### src/rtl/usb_token_decoder_pkg.sv
// Shared USB receive-side types: PID encodings, token record, decoder FSM
// states, and CRC5 helpers.
//   pid_t        4-bit USB packet identifier
//   token_t      {pid, addr, endp, crc5} of a token packet
//   tok_state_t  token decoder FSM states
//   crc5_upd     8-bit parallel CRC5 update, bit 0 of data first
package types;

  typedef enum logic [3:0] {
    PID_RESERVED = 4'h0, PID_OUT     = 4'h1, PID_ACK   = 4'h2, PID_DATA0 = 4'h3,
    PID_PING     = 4'h4, PID_SOF     = 4'h5, PID_NYET  = 4'h6, PID_DATA2 = 4'h7,
    PID_SPLIT    = 4'h8, PID_IN      = 4'h9, PID_NAK   = 4'hA, PID_DATA1 = 4'hB,
    PID_PRE_ERR  = 4'hC, PID_SETUP   = 4'hD, PID_STALL = 4'hE, PID_MDATA = 4'hF
  } pid_t;

  typedef struct packed {
    pid_t       pid;
    logic [6:0] addr;
    logic [3:0] endp;
    logic [4:0] crc5;
  } token_t;

  typedef enum logic [2:0] {
    ST_IDLE, ST_PID, ST_TOK1, ST_TOK2, ST_TOKEND, ST_CHECK, ST_HS, ST_DRAIN
  } tok_state_t;

  localparam logic [4:0] CRC5_RESIDUAL = 5'b01100;

  // Polynomial x^5+x^2+1, register MSB is the feedback tap.
  function automatic logic [4:0] crc5_upd(logic [4:0] c, logic [7:0] d);
    logic [4:0] r;
    r = c;
    for (int unsigned i = 0; i < 8; i++) begin
      if (r[4] ^ d[i]) r = {r[3:0], 1'b0} ^ 5'b00101;
      else             r = {r[3:0], 1'b0};
    end
    return r;
  endfunction

  function automatic logic is_token(pid_t p);
    return (p == PID_OUT) || (p == PID_IN) || (p == PID_SOF) || (p == PID_SETUP);
  endfunction

  function automatic logic is_data(pid_t p);
    return (p == PID_DATA0) || (p == PID_DATA1) || (p == PID_DATA2) || (p == PID_MDATA);
  endfunction

  function automatic logic is_handshake(pid_t p);
    return (p == PID_ACK) || (p == PID_NAK) || (p == PID_STALL) || (p == PID_NYET);
  endfunction

endpackage

### src/rtl/usb_token_decoder_crc5.sv
// USB CRC5 accumulator.
//   clk, rst_n   clock, asynchronous active-low reset
//   clear        preset the register to all ones (start of packet)
//   en           fold data into the register
//   data         byte, bit 0 first on the wire
//   residual_ok  register holds the good-packet residual
module usb_crc5
  import types::*;
(
  input  logic       clk,
  input  logic       rst_n,
  input  logic       clear,
  input  logic       en,
  input  logic [7:0] data,
  output logic       residual_ok
);

  logic [4:0] crc;

  always_ff @(posedge clk or negedge rst_n) begin
    if (!rst_n)     crc <= '1;
    else if (clear) crc <= '1;
    else if (en)    crc <= crc5_upd(crc, data);
  end

  assign residual_ok = (crc == CRC5_RESIDUAL);

endmodule

### src/rtl/usb_token_decoder.sv
// USB receive packet classifier: decodes the PID byte, assembles tokens,
// checks PID complement and CRC5, reports handshakes and data packet starts.
//   rx_active/rx_valid/rx_data/rx_error  byte stream from the receive path
//   dev_addr                             address this device answers to
//   token_valid, token, frame_no         good token (SOF: any address)
//   hs_valid, data_start                 handshake / data packet notification
//   pid                                  PID of current/last packet
//   pid_err, crc5_err, len_err           one-cycle error pulses
module usb_token_decoder
  import types::*;
(
  input  logic        clk,
  input  logic        rst_n,
  input  logic        rx_active,
  input  logic        rx_valid,
  input  logic [7:0]  rx_data,
  input  logic        rx_error,
  input  logic [6:0]  dev_addr,
  output logic        token_valid,
  output token_t      token,
  output logic [10:0] frame_no,
  output logic        hs_valid,
  output logic        data_start,
  output pid_t        pid,
  output logic        pid_err,
  output logic        crc5_err,
  output logic        len_err
);

  tok_state_t state;
  logic [3:0] pidx_q;
  token_t     tok_q;
  logic       crc_clear, crc_en, crc_ok;
  logic       abort, pid_ok;

  assign abort  = rx_error && rx_active;
  assign pid_ok = (pidx_q == ~pid);

  always_comb begin
    crc_clear = (state == ST_IDLE) && rx_valid && rx_active;
    crc_en    = rx_valid && !abort &&
                ((state == ST_TOK1) || (state == ST_TOK2) ||
                 ((state == ST_PID) && pid_ok && is_token(pid)));
  end

  usb_crc5 u_crc5 (
    .clk         (clk),
    .rst_n       (rst_n),
    .clear       (crc_clear),
    .en          (crc_en),
    .data        (rx_data),
    .residual_ok (crc_ok)
  );

  // Every end-of-packet verdict goes through CHECK so that token, handshake
  // and CRC results share the same latency from the rx_active fall.
  always_ff @(posedge clk or negedge rst_n) begin
    if (!rst_n) begin
      state       <= ST_IDLE;
      pidx_q      <= '0;
      tok_q       <= '0;
      token       <= '0;
      frame_no    <= '0;
      pid         <= PID_RESERVED;
      token_valid <= 1'b0;
      hs_valid    <= 1'b0;
      data_start  <= 1'b0;
      pid_err     <= 1'b0;
      crc5_err    <= 1'b0;
      len_err     <= 1'b0;
    end else begin
      token_valid <= 1'b0;
      hs_valid    <= 1'b0;
      data_start  <= 1'b0;
      pid_err     <= 1'b0;
      crc5_err    <= 1'b0;
      len_err     <= 1'b0;
      case (state)
        ST_IDLE: begin
          if (rx_valid && rx_active) begin
            if (rx_error) begin
              state <= ST_DRAIN;
            end else begin
              pid    <= pid_t'(rx_data[3:0]);
              pidx_q <= rx_data[7:4];
              state  <= ST_PID;
            end
          end
        end
        ST_PID: begin
          if (abort) begin
            state <= ST_DRAIN;
          end else if (!pid_ok) begin
            pid_err <= 1'b1;
            state   <= ST_DRAIN;
          end else if (is_data(pid)) begin
            data_start <= 1'b1;
            state      <= ST_DRAIN;
          end else if (is_handshake(pid)) begin
            if (rx_valid) begin
              len_err <= 1'b1;
              state   <= ST_DRAIN;
            end else if (!rx_active) begin
              state <= ST_CHECK;
            end else begin
              state <= ST_HS;
            end
          end else if (is_token(pid)) begin
            tok_q.pid <= pid;
            // A back-to-back byte 1 is taken here rather than lost.
            if (rx_valid) begin
              tok_q.addr    <= rx_data[6:0];
              tok_q.endp[0] <= rx_data[7];
              state         <= ST_TOK2;
            end else if (!rx_active) begin
              len_err <= 1'b1;
              state   <= ST_IDLE;
            end else begin
              state <= ST_TOK1;
            end
          end else begin
            state <= ST_DRAIN;
          end
        end
        ST_TOK1: begin
          if (abort) begin
            state <= ST_DRAIN;
          end else if (rx_valid) begin
            tok_q.addr    <= rx_data[6:0];
            tok_q.endp[0] <= rx_data[7];
            state         <= ST_TOK2;
          end else if (!rx_active) begin
            len_err <= 1'b1;
            state   <= ST_IDLE;
          end
        end
        ST_TOK2: begin
          if (abort) begin
            state <= ST_DRAIN;
          end else if (rx_valid) begin
            tok_q.endp[3:1] <= rx_data[2:0];
            tok_q.crc5      <= rx_data[7:3];
            state           <= rx_active ? ST_TOKEND : ST_CHECK;
          end else if (!rx_active) begin
            len_err <= 1'b1;
            state   <= ST_IDLE;
          end
        end
        ST_TOKEND, ST_HS: begin
          if (abort) begin
            state <= ST_DRAIN;
          end else if (rx_valid) begin
            len_err <= 1'b1;
            state   <= ST_DRAIN;
          end else if (!rx_active) begin
            state <= ST_CHECK;
          end
        end
        ST_CHECK: begin
          if (is_handshake(pid)) begin
            hs_valid <= 1'b1;
          end else if (!crc_ok) begin
            crc5_err <= 1'b1;
          end else if (tok_q.pid == PID_SOF) begin
            frame_no    <= {tok_q.endp, tok_q.addr};
            token       <= tok_q;
            token_valid <= 1'b1;
          end else if (tok_q.addr == dev_addr) begin
            token       <= tok_q;
            token_valid <= 1'b1;
          end
          state <= ST_IDLE;
        end
        ST_DRAIN: begin
          if (!rx_active) state <= ST_IDLE;
        end
        default: state <= ST_IDLE;
      endcase
    end
  end

endmodule
### config.mk
export PLATFORM = sky130hd
export DESIGN_NAME = usb_token_decoder
export DESIGN_NICKNAME = d
export VERILOG_FILES = /design/src/rtl/usb_token_decoder_pkg.sv /design/src/rtl/usb_token_decoder_crc5.sv /design/src/rtl/usb_token_decoder.sv
export SDC_FILE = /design/constraint.sdc
export NUM_CORES = 1
export LEC_CHECK = 0
export ABC_AREA = 1
export CORE_AREA = 2 2 89 91
export DETAILED_ROUTE_END_ITERATION = 8
export DIE_AREA = 0 0 91 93
export PLACE_DENSITY = 0.79
export RECOVER_POWER = 25
export SYNTH_ARGS = -nofsm -noshare
export SYNTH_HDL_FRONTEND = slang
export SYNTH_SLANG_ARGS = --single-unit
### constraint.sdc
create_clock -name clk -period 3.45 [get_ports clk]
set_clock_uncertainty 0.2 [all_clocks]
set_input_delay 0.5175 -clock clk [delete_from_list [all_inputs] [get_ports clk]]
set_output_delay 0.5175 -clock clk [all_outputs]
set_load 0.1 [all_outputs]
==> impl_metrics.env, run 1 <==
export IMPL_outcome="complete, but fails checks"
export IMPL_violations="max-capacitance violations, max-slew violations"
export IMPL_crit_path_top_delay_cell="clkdlybuf4s50_1"
export IMPL_routed_wl_mm=8.24
export IMPL_die_w_um=91
export IMPL_antenna_cells=0
export IMPL_grt_first_pass_wirelength_mm=14.5
export IMPL_crit_fanout=2
export IMPL_antenna_found_initial=0
export IMPL_grt_max_degree=73
export IMPL_synth_edff_count=0
export IMPL_dp_hpwl_mm=6.14
export IMPL_slew_viol_final=73
export IMPL_vias_per_cell=5.14
export IMPL_path_class="flop to primary output"
export IMPL_antenna_left=0
export IMPL_synth_cells=455
export IMPL_cpPeakStageDelay_ps=1140
export IMPL_synth_cell_types=32
export IMPL_hp_class="input port to async pin"
export IMPL_holdBufCountCts=1
export IMPL_dr_total_vias=3218
export IMPL_route_detailed_drc=0
export IMPL_synth_xor_xnor_area_share_pct=2.17
export IMPL_cts_resized=0
export IMPL_critPathRequiredTime_ps=2730
export IMPL_yosys_register_bits=73
export IMPL_synth_compound_area_share_pct=8.61
export IMPL_netlist_area_um2=3630
export IMPL_die_h_um=93
export IMPL_synthTopCellsByCount="158 x nand2_1, 68 x dfrtp_1, 55 x inv_1"
export IMPL_dieArea_um2=8460
export IMPL_timing_fmax_mhz=384
export IMPL_layoutNonFillerInstCount=626
export IMPL_clk_pin_slew_worst_paths_ps=90
export IMPL_ys_async_sr_fraction_pct=100
export IMPL_synth_top_area_cell="dfrtp_1"
export IMPL_synth_main_ff_cell="dfrtp_1"
export IMPL_grt_pass1_vias=3091
export IMPL_irDropWorstVdd_v=0.000575
export IMPL_syn_num_nets=475
export IMPL_initial_utilization_pct=48.2
export IMPL_grt_setup_unrepaired="no"
export IMPL_syn_to_final_growth_pct=23.0
export IMPL_post_cts_setup_buffers=0
export IMPL_coreArea_um2=7530
export IMPL_cp_end_kind="primary output"
export IMPL_hold_violations=0
export IMPL_cp_top_family="buffers and inverters"
export IMPL_synth_area_mux_share_pct=0
export IMPL_gp_congestion=0.947
export IMPL_fill_cells=732
export IMPL_first_pass_iters=4
export IMPL_tns_ps=0
export IMPL_cp_arrival_ps=1880
export IMPL_root_buffer="clkbuf_8"
export IMPL_yosysSeqAreaShare_pct=50.5
export IMPL_htree_levels=3
export IMPL_nets=539
export IMPL_power_density_nw_per_um2=722
export IMPL_leakagePower_nw=2.28
export IMPL_synth_top_area_share_pct=46.9
export IMPL_ioPinCount=61
export IMPL_placementRows=32
export IMPL_period_share_pct=75.4
export IMPL_crit_buf_inv=1
export IMPL_grt_overflow=0
export IMPL_drt_iter0_drc=195
export IMPL_synth_area_top_cells="dfrtp_1 47%, nand2_1 16%, nand3_1 6.3%"
export IMPL_maxSlewHeadroom_pct=-14.9
export IMPL_setup_viol=0
export IMPL_tightest_slew_ps=1720
export IMPL_clkSinkCount=73
export IMPL_yosysWarnings=0
export IMPL_clkLatencyLatePin_ps=360
export IMPL_cts_tree="done"
export IMPL_synth_simple_gate_area_share_pct=30.6
export IMPL_final_seq_area_um2=1830
export IMPL_track_usage_pct=21.4
export IMPL_avgSynthCellArea_um2=7.98
export IMPL_dp_cells=609
export IMPL_numCtsBuffers=9
export IMPL_synthAdderAreaFrac_pct=0
export IMPL_synth_top_family_by_area="simple AND/OR/NAND/NOR gates"
export IMPL_cp_start_kind="flop"
export IMPL_multiInputGateArea_um2=1500
export IMPL_cap_violations=1
export IMPL_io_buffers=60
export IMPL_min_period_ps=2600
export IMPL_drive_gt1_share_pct=11.5
export IMPL_routedWlPerCell_um=13.2
export IMPL_cts_max_path_buffers=2
export IMPL_yosysMostFrequentCell="nand2_1"
export IMPL_crit_chain="clkdlybuf4s50_1"
## flip-flops by register name, indices dropped and copies added (netlist names)
signal	cells
token	20
state	3
pid	4
pid_err	1
token_valid	1
hs_valid	1
u_crc5.crc	5
tok_q	20
len_err	1
crc5_err	1
data_start	1
pidx_q	4
frame_no	11
## metal layers
metal / share of wire [%] / track usage [%] / vias to the layer above
li1: - / - / 1576
met1: 47 / 29.2 / 1526
met2: 46 / 33.5 / 104
met3: 5.4 / 5.56 / 12
met4: 1.6 / 7.07 / 0
met5: 0 / 0 / -
## worst paths after layout
check                               from          end  slack, ps  depth (start not counted)
max                             token[5]     token[5]        850                          1
min                                rst_n  frame_no[1]        260                          2
max reg2reg                u_crc5.crc[2]     token[0]       1190                          8
min reg2reg                    tok_q[16]    token[16]        280                          2
max in group asynchronous          rst_n       pid[0]        950                          3
min in group clk               tok_q[16]    token[16]        280                          2
## layout make-up
type                    count  share of cell area (%)
clock inverters             7                    1.34
well taps                 102                    2.86
flip-flops and latches     73                    41.0
repair buffers             64                    13.4
clock buffers               9                    2.77
multi-input cells         313                    33.7
inverters                  58                    4.88
## cells in the final DEF (no fill, tap or decap), types with 6 or more instances in the layout
cell type / synthesis / routed
buf_4: 1 / 12
clkbuf_8: 0 / 9
clkdlybuf4s50_1: 0 / 49
dfrtp_1: 68 / 68
inv_1: 55 / 56
nand2_1: 158 / 158
nand2_2: 6 / 6
nand3_1: 46 / 46
nor2_1: 18 / 18
nor3_1: 7 / 7
o21ai_0: 22 / 22
o21ai_1: 15 / 15
o21ai_2: 6 / 6
## logic make-up after synthesis
logic type      after synthesis
simple gates                251
flops                        73
buf+inv                      69
compound gates               53
xor+xnor                      9
## metrics by stage
stage	hold slack [ps]	util, %	total power [W]	setup WS [ps]	instance area (um^2)
after floorplan	21.9	-	0.00227	1200	3630
after global placement	117	57.0	0.00256	1150	4290
after detailed placement	116	57.0	0.00260	1090	4290
after CTS	265	59.5	0.00324	831	4480
after global routing	259	59.3	0.00347	514	4470
final	257	59.3	0.00322	848	4470
## power by group
| part | internal (W) | total, W | switching [W] |
|---|---|---|---|
| Sequential | 0.00107 | 0.00128 | 0.000207 |
| Combinational | 0.000400 | 0.00131 | 0.000914 |
| Clock | 0.000273 | 0.000631 | 0.000358 |
(Power assumes the default switching activity.)
==> run 2, diff against run 1 <==
==> constraint.sdc (replaced) <==
create_clock -name clk -period 2.4 [get_ports clk]
set_clock_uncertainty 0.2 [all_clocks]
set_input_delay 0.36 -clock clk [delete_from_list [all_inputs] [get_ports clk]]
set_output_delay 0.36 -clock clk [all_outputs]
set_load 0.1 [all_outputs]
==> run 2 against run 1 <==
Effect of this change:
- the flow now finishes without violations
- largest power group unchanged
- non-clock buffer count is the same
- cell count is the same
- clock power grew 53%
- total power grew 46%
- highest routed layer unchanged
==> impl_metrics.env, run 2 (synthesis gave the netlist of run 1 again) <==
export IMPL_multiInputGateArea_um2=1500
export IMPL_vias_per_cell=5.12
export IMPL_route_detailed_drc=0
export IMPL_dr_total_vias=3206
export IMPL_dp_cells=609
export IMPL_r2r_end="token[11]"
export IMPL_layout_common_cells="158 x nand2_1, 68 x dfrtp_1, 55 x inv_1"
export IMPL_root_buffer="clkbuf_8"
export IMPL_hp_class="flop to flop"
export IMPL_grt_max_degree=74
export IMPL_hold_start="tok_q[3]"
export IMPL_crit_path_start="u_crc5.crc[2]"
export IMPL_cpMostUsedCell="nand3_1"
export IMPL_post_cts_setup_buffers=0
export IMPL_cpPeakStageDelay_ps=560
export IMPL_reg2reg_slack_ps=400
export IMPL_cts_max_path_buffers=2
export IMPL_power_density_nw_per_um2=1070
export IMPL_fill_cells=698
export IMPL_clkSinkCount=73
export IMPL_crit_chain="inv_2 -> nor3_4 -> nand3_1 -> nor2_2 -> nand3_2 -> buf_4 -> nand3_1 -> nand2_1"
export IMPL_critPathRequiredTime_ps=2440
export IMPL_numCtsBuffers=9
export IMPL_clk_pin_slew_worst_paths_ps=80
export IMPL_cp_arrival_ps=2040
export IMPL_die_h_um=93
export IMPL_endpoint="token[11]"
export IMPL_routedWlPerCell_um=13.3
export IMPL_syn_to_final_growth_pct=21.3
export IMPL_min_period_ps=2000
export IMPL_crit_fanout=42
export IMPL_irDropWorstVdd_v=0.000694
export IMPL_hold_violations=0
export IMPL_dp_hpwl_mm=6.14
export IMPL_dieArea_um2=8460
export IMPL_htree_levels=3
export IMPL_track_usage_pct=20.7
export IMPL_drt_iter0_drc=169
export IMPL_crit_path_top_delay_cell="dfstp_2"
export IMPL_timing_fmax_mhz=500
export IMPL_period_share_pct=83.4
export IMPL_wl_met3_um=470
export IMPL_rr_worst_depth=8
export IMPL_antenna_found_initial=0
export IMPL_slew_viol_final=0
export IMPL_gp_congestion=0.911
export IMPL_grt_first_pass_wirelength_mm=14.1
export IMPL_routed_wl_mm=8.31
export IMPL_cp_start_kind="flop"
export IMPL_placementRows=32
export IMPL_met2_length_mm=3.87
export IMPL_total_power_w=0.00469
export IMPL_ioPinCount=61
export IMPL_cts_tree="done"
export IMPL_final_common_cell="nand2_1"
export IMPL_drt_met1_wl_mm=3.85
export IMPL_tns_ps=0
export IMPL_nets=539
export IMPL_final_core_util_pct=58.5
export IMPL_leakagePower_nw=2.35
export IMPL_antenna_left=0
export IMPL_initial_utilization_pct=48.2
export IMPL_grt_pass1_vias=2969
export IMPL_cap_violations=0
export IMPL_layoutNonFillerInstCount=626
export IMPL_path_class="flop to flop"
export IMPL_reg_top3="tok_q: 20 flops, token: 20 flops, frame_no: 11 flops"
export IMPL_grt_setup_unrepaired="no"
export IMPL_coreArea_um2=7530
export IMPL_r2r_start="u_crc5.crc[2]"
export IMPL_top_layer="met4"
export IMPL_tightest_slew_ps=968
export IMPL_grt_overflow=0
export IMPL_first_pass_iters=4
export IMPL_die_w_um=91
export IMPL_cp_end_kind="flop"
export IMPL_drive_gt1_share_pct=17.6
export IMPL_antenna_cells=0
export IMPL_io_buffers=60
export IMPL_setup_viol=0
export IMPL_clkLatencyLatePin_ps=350
export IMPL_outcome="completed"
export IMPL_final_seq_area_um2=1830
export IMPL_maxSlewHeadroom_pct=35.5
run 2: changes by cell type in the layout (fill, tap and decap cells not counted), sizes merged:
| cell | before | now |
|---|---|---|
| inv | 62 | 59 |
| clkinvlp | 3 | 2 |
| clkinv | 0 | 2 |
| bufinv | 0 | 1 |
| buf | 12 | 44 |
| clkdlybuf4s50 | 49 | 18 |
run 2: metrics by stage:
step	hold WS [ps]	setup slack [ps]	area, um^2
2_1_floorplan	-136	151	3630
3_3_place_gp	216	204	4210
3_5_place_dp	221	198	4210
4_1_cts	270	393	4420
5_1_grt	297	204	4400
6_report	266	398	4400
run 2: cell type report:
class,count,area share [%]
sequential,73,41.6
clock buffer,10,2.90
timing repair buffer,64,11.9
inverter,58,4.94
tap,102,2.90
multi-input combinational,313,34.2
clock inverter,6,1.53
run 2: what timing repair did:
item / 4_1_cts / 5_1_grt
gates resized for setup: 0 / 0
hold buffers: 1 / 0
endpoints found under the hold margin: 68 / 0
setup endpoints to repair: 0 / 0
run 2: where the power goes:
part           switching [W]  total, W  internal [W]
combinational        0.00132   0.00189      0.000570
clock               0.000480  0.000964      0.000484
sequential          0.000300   0.00184       0.00154
run 2: worst max-delay path: cells and delay by family, from the launching register on:
kind	cells	cell delay, ps
buffers and inverters	2	340
flip-flops	1	560
AND/OR/NAND/NOR	6	780
run 2: worst min path at each step:
| stage | cells after the start | end | slack, ps |
|---|---|---|---|
| after detailed placement | 2 | frame_no[1] | 220 |
| after CTS | 2 | token[3] | 270 |
| after global routing | 2 | token[2] | 300 |
| after global placement | 2 | frame_no[1] | 220 |
| final | 2 | token[3] | 270 |
| after floorplan | 0 | crc5_err | -140 |
run 2: per-layer routing:
metal	vias up	global-route usage (%)
met3	14	3.63
met2	112	33.8
met1	1505	28.0
li1	1575	-
met5	-	0
met4	0	7.20
==> run 3, diff against run 2 <==
==> constraint.sdc (replaced) <==
create_clock -name clk -period 2 [get_ports clk]
set_clock_uncertainty 0.2 [all_clocks]
set_input_delay 0.3 -clock clk [delete_from_list [all_inputs] [get_ports clk]]
set_output_delay 0.3 -clock clk [all_outputs]
set_load 0.1 [all_outputs]
==> run 3 against run 2 <==
Effect of this change:
- clock-buffer cell count did not move
- critical path depth is the same
- clock power is 41% higher
- utilization rose by 8.5 points
- largest cell class unchanged
- combinational power grew 34%
- sequential share of layout area is 5.2 points lower
- register-to-register slack got worse by 320 ps
- die area unchanged
==> impl_metrics.env, run 3 (synthesis gave the netlist of run 1 again) <==
export IMPL_cp_arrival_ps=1970
export IMPL_hp_class="flop to flop"
export IMPL_min_period_ps=1920
export IMPL_grt_setup_unrepaired="yes"
export IMPL_drt_iter0_drc=123
export IMPL_grt_max_degree=74
export IMPL_tightest_slew_ps=977
export IMPL_routed_wl_mm=8.70
export IMPL_antenna_left=0
export IMPL_hold_slack_ps=272
export IMPL_setup_viol=0
export IMPL_antenna_found_initial=0
export IMPL_post_cts_setup_buffers=0
export IMPL_cts_max_path_buffers=2
export IMPL_place_ws_ps=-82.7
export IMPL_coreArea_um2=7530
export IMPL_syn_to_final_growth_pct=38.9
export IMPL_grt_pass1_vias=3191
export IMPL_dp_hpwl_mm=6.48
export IMPL_leakagePower_nw=2.57
export IMPL_root_buffer="clkbuf_8"
export IMPL_gp_congestion=0.898
export IMPL_crit_fanout=42
export IMPL_layout_common_cells="158 x nand2_1, 64 x dfrtp_1, 55 x inv_1"
export IMPL_swShare_pct=42.7
export IMPL_drive_gt1_share_pct=21.4
export IMPL_total_power_w=0.00612
export IMPL_rr_worst_depth=8
export IMPL_power_density_nw_per_um2=1210
export IMPL_hold_depth=2
export IMPL_ioPinCount=61
export IMPL_p_clk_share_pct=22.2
export IMPL_dieArea_um2=8460
export IMPL_dr_total_vias=3236
export IMPL_dp_cells=626
export IMPL_die_w_um=91
export IMPL_fin_ws_ps=75.7
export IMPL_die_h_um=93
export IMPL_path_class="flop to flop"
export IMPL_slew_viol_final=0
export IMPL_numCtsBuffers=9
export IMPL_clkSinkCount=73
export IMPL_timing_fmax_mhz=520
export IMPL_initial_utilization_pct=48.2
export IMPL_irDropWorstVdd_v=0.000980
export IMPL_cap_violations=0
export IMPL_routedWlPerCell_um=13.5
export IMPL_p_seq_share_pct=36.4
export IMPL_layoutNonFillerInstCount=643
export IMPL_cp_end_kind="flop"
export IMPL_outcome="completed"
export IMPL_nets=556
export IMPL_clk_pin_slew_worst_paths_ps=90
export IMPL_p_int_w=0.00350
export IMPL_critPathRequiredTime_ps=2050
export IMPL_fill_cells=619
export IMPL_clkLatencyLatePin_ps=350
export IMPL_combPwrFrac_pct=41.4
export IMPL_reg_top3="tok_q: 20 flops, token: 20 flops, frame_no: 11 flops"
export IMPL_final_core_util_pct=67.0
export IMPL_vias_per_cell=5.03
export IMPL_route_detailed_drc=0
export IMPL_cts_tree="done"
export IMPL_grt_overflow=0
export IMPL_grt_first_pass_wirelength_mm=15.0
export IMPL_final_common_cell="nand2_1"
export IMPL_period_share_pct=96.2
export IMPL_first_pass_iters=4
export IMPL_placementRows=32
export IMPL_io_buffers=60
export IMPL_maxSlewHeadroom_pct=34.8
export IMPL_antenna_cells=0
export IMPL_htree_levels=3
export IMPL_hold_violations=0
export IMPL_track_usage_pct=22.2
export IMPL_netSwitchingPower_w=0.00261
export IMPL_cp_start_kind="flop"
run 3: critical path: stages, from the launching register on:
cell	delay [ps]
dfstp_2	560
inv_2	70
nor3_4	200
nand3_2	110
nor2_4	180
nand3_2	130
buf_12	200
nand3_1	100
nand2_1	60
run 3: power groups by stage:
stage	registers, W	logic [W]	clock network (W)
CTS	0.00222	0.00252	0.00138
global route	0.00228	0.00278	0.00144
finish	0.00223	0.00253	0.00136
floorplan	0.00265	0.00128	0
detailed placement	0.00225	0.00250	0
global placement	0.00224	0.00246	0
run 3: timing repair:
action,in CTS,in global routing
hold buffers,1,0
resized for setup,0,4
setup endpoints to repair,0,31
hold endpoints to repair,68,0
run 3: area by class of cell:
class / count / area, um^2 / share of cell area, %
sequential: 73 / 1840 / 36.4
multi-input combinational: 313 / 1520 / 30.1
timing repair buffer: 81 / 1110 / 21.9
inverter: 58 / 218 / 4.32
clock buffer: 10 / 138 / 2.73
tap: 102 / 128 / 2.53
clock inverter: 6 / 97.6 / 1.93
run 3: path summary, 6_finish.rpt:
kind	start	endpoint	slack (ps)
min	tok_q[1]	token[1]	270
min in group asynchronous	rst_n	token_valid	530
max reg2reg	u_crc5.crc[2]	token[3]	80
max	u_crc5.crc[2]	token[3]	80
min reg2reg	tok_q[1]	token[1]	270
max in group asynchronous	rst_n	pid[0]	370
run 3: layer usage:
layer / vias to the layer above / track usage (%) / wire (um) / share of wire (%)
met5: - / 0 / 0 / 0
met4: 0 / 8.33 / 126 / 1.4
met3: 11 / 3.14 / 457 / 5.3
met2: 103 / 37.8 / 4210 / 48
met1: 1513 / 29.0 / 3910 / 45
li1: 1609 / - / - / -
run 3: metrics by stage:
step           TNS (ps)  area [um^2]
4_1_cts               0         5040
2_1_floorplan         0         3640
5_1_grt            -701         5040
3_5_place_dp      -1240         4790
6_report              0         5040
3_3_place_gp       -468         4790
==> variant: new RTL, settings of run 3 <==
Encoding of `tok_state_t`: now one-hot (8 bits for 8 states).
--- a/src/rtl/usb_token_decoder_pkg.sv
+++ b/src/rtl/usb_token_decoder_pkg.sv
@@ -22,4 +22,4 @@
 
-  typedef enum logic [2:0] {
-    ST_IDLE, ST_PID, ST_TOK1, ST_TOK2, ST_TOKEND, ST_CHECK, ST_HS, ST_DRAIN
+  typedef enum logic [7:0] {
+    ST_IDLE = 8'b00000001, ST_PID = 8'b00000010, ST_TOK1 = 8'b00000100, ST_TOK2 = 8'b00001000, ST_TOKEND = 8'b00010000, ST_CHECK = 8'b00100000, ST_HS = 8'b01000000, ST_DRAIN = 8'b10000000
   } tok_state_t;
Function: same outputs for any inputs over 4 cycles, from zero or initial values and one cycle with rst_n low; so few cycles prove little.
==> variant against run 3 <==
Total power shrank 24%. Sequential cell count grew 5. Worst setup slack lost 0.0037 ns. Synthesized area grew 8.2%. Maximum frequency shrank 0.19%. Wire length grew 16%. Worst hold slack lost 0.11 ns. Critical endpoint is now token[5]$_DFFE_PN0P_. Design area grew 4.9%.
==> variant: results (changes against run 3) <==
\begin{tabular}{lr}
\hline
Metric & Value \\
\hline
\multicolumn{2}{l}{\textbf{Layout}} \\
\quad Share of layout cells above drive strength 1 & 21.4\% (about the same) \\
\quad Number of nets in the layout & 603 (+8.5\%) \\
\multicolumn{2}{l}{\textbf{Worst setup path}} \\
\quad Slowest stage delay, CP & 0.58 ns (+0.02 ns) \\
\quad Crit path max fanout & 20 (-52\%) \\
\quad Capturing point of the worst reg2reg path & token[5]\$\_DFFE\_PN0P\_ \\
\multicolumn{2}{l}{\textbf{Global routing}} \\
\quad M3 GR Usage & 5.24\% (+2.1 points) \\
\quad Pin count of the biggest net entering global routing & 60 (-19\%) \\
\quad GR Util All Layers & 25.1\% (+2.9 points) \\
\multicolumn{2}{l}{\textbf{Logic synthesis}} \\
\quad Most instantiated cells after synthesis & 178 x sky130\_fd\_sc\_hd\_\_nand2\_1, 72 x sky130\_fd\_sc\_hd\_\_dfrtp\_1, 67 x sky130\_fd\_sc\_hd\_\_nand3\_1 \\
\quad Post-synthesis average cell area & 7.82 µm² (-2.0\%) \\
\quad Number of distinct library cell variants in the gate-level netlist after synthesis & 30 (-6.3\%) \\
\quad Xor/xnor share of the synthesized area & 2.45\% (+0.28 points) \\
\multicolumn{2}{l}{\textbf{Pwr}} \\
\quad Sequential logic power & 2.04 mW (-9\%) \\
\quad Power attributed to combinational cells & 1.47 mW (-42\%) \\
\quad Leakage Power & 2.73 nW (+6.4\%) \\
\quad Switching share of power & 37.8\% (-4.9 points) \\
\quad Fraction of power consumed by sequential logic & 43.8\% (+7.4 points) \\
\multicolumn{2}{l}{\textbf{Route}} \\
\quad Sum of met2 wire segment lengths after detailed routing & 5.10 mm (+21\%) \\
\quad Drt initial violations & 253 (+110\%) \\
\quad Routed met1 length & 4.09 mm (+4.6\%) \\
\quad Total routed wirelength & 10.1 mm (+16\%) \\
\quad 1st-pass router iterations & 5 (+1) \\
\multicolumn{2}{l}{\textbf{Placement}} \\
\quad Routability Congestion & 0.884 (-1.5\%) \\
\quad DP Cell Count & 670 (+7.0\%) \\
\quad Cell area reported after detailed placement & 5030 µm² (+4.9\%) \\
\multicolumn{2}{l}{\textbf{STA}} \\
\quad Relative slew slack & 47.7\% (+13 points) \\
\multicolumn{2}{l}{\textbf{Clock tree}} \\
\quad Setup repair bufs after CTS & 2 (+2) \\
\multicolumn{2}{l}{\textbf{Status}} \\
\quad Result of the run & completed \\
\hline
\end{tabular}
variant: cell count changes in the layout (fill, tap and decap cells not counted), sizes merged, moves of 3 or more:
cell,run 3,this run
dfrtp,68,72
o21ai,43,26
a21oi,4,7
nand2,164,191
inv,61,53
nor2,22,36
nand3,50,68
variant: how the worst min path moves through the flow:
stage / to / start / cells past startpoint / slack (ns)
5_1_grt: token[0]$_DFFE_PN0P_ / rst_n / 2 / 0.18
3_5_place_dp: token[0]$_DFFE_PN0P_ / rst_n / 1 / -0.006
3_3_place_gp: token[3]$_DFFE_PN0P_ / rst_n / 1 / -0.01
2_1_floorplan: crc5_err$_DFF_PN0_ / rst_n / 0 / -0.20
4_1_cts: token[0]$_DFFE_PN0P_ / rst_n / 2 / 0.16
6_report: token[0]$_DFFE_PN0P_ / rst_n / 2 / 0.16
variant: area by class of cell:
class                      instances  area (µm²)
sequential                        78        1960
clock buffer                      11         131
multi-input combinational        358        1740
clock inverter                     5        58.8
tap                              102         128
inverter                          54         203
timing repair buffer              82        1070
fill                             597        2240
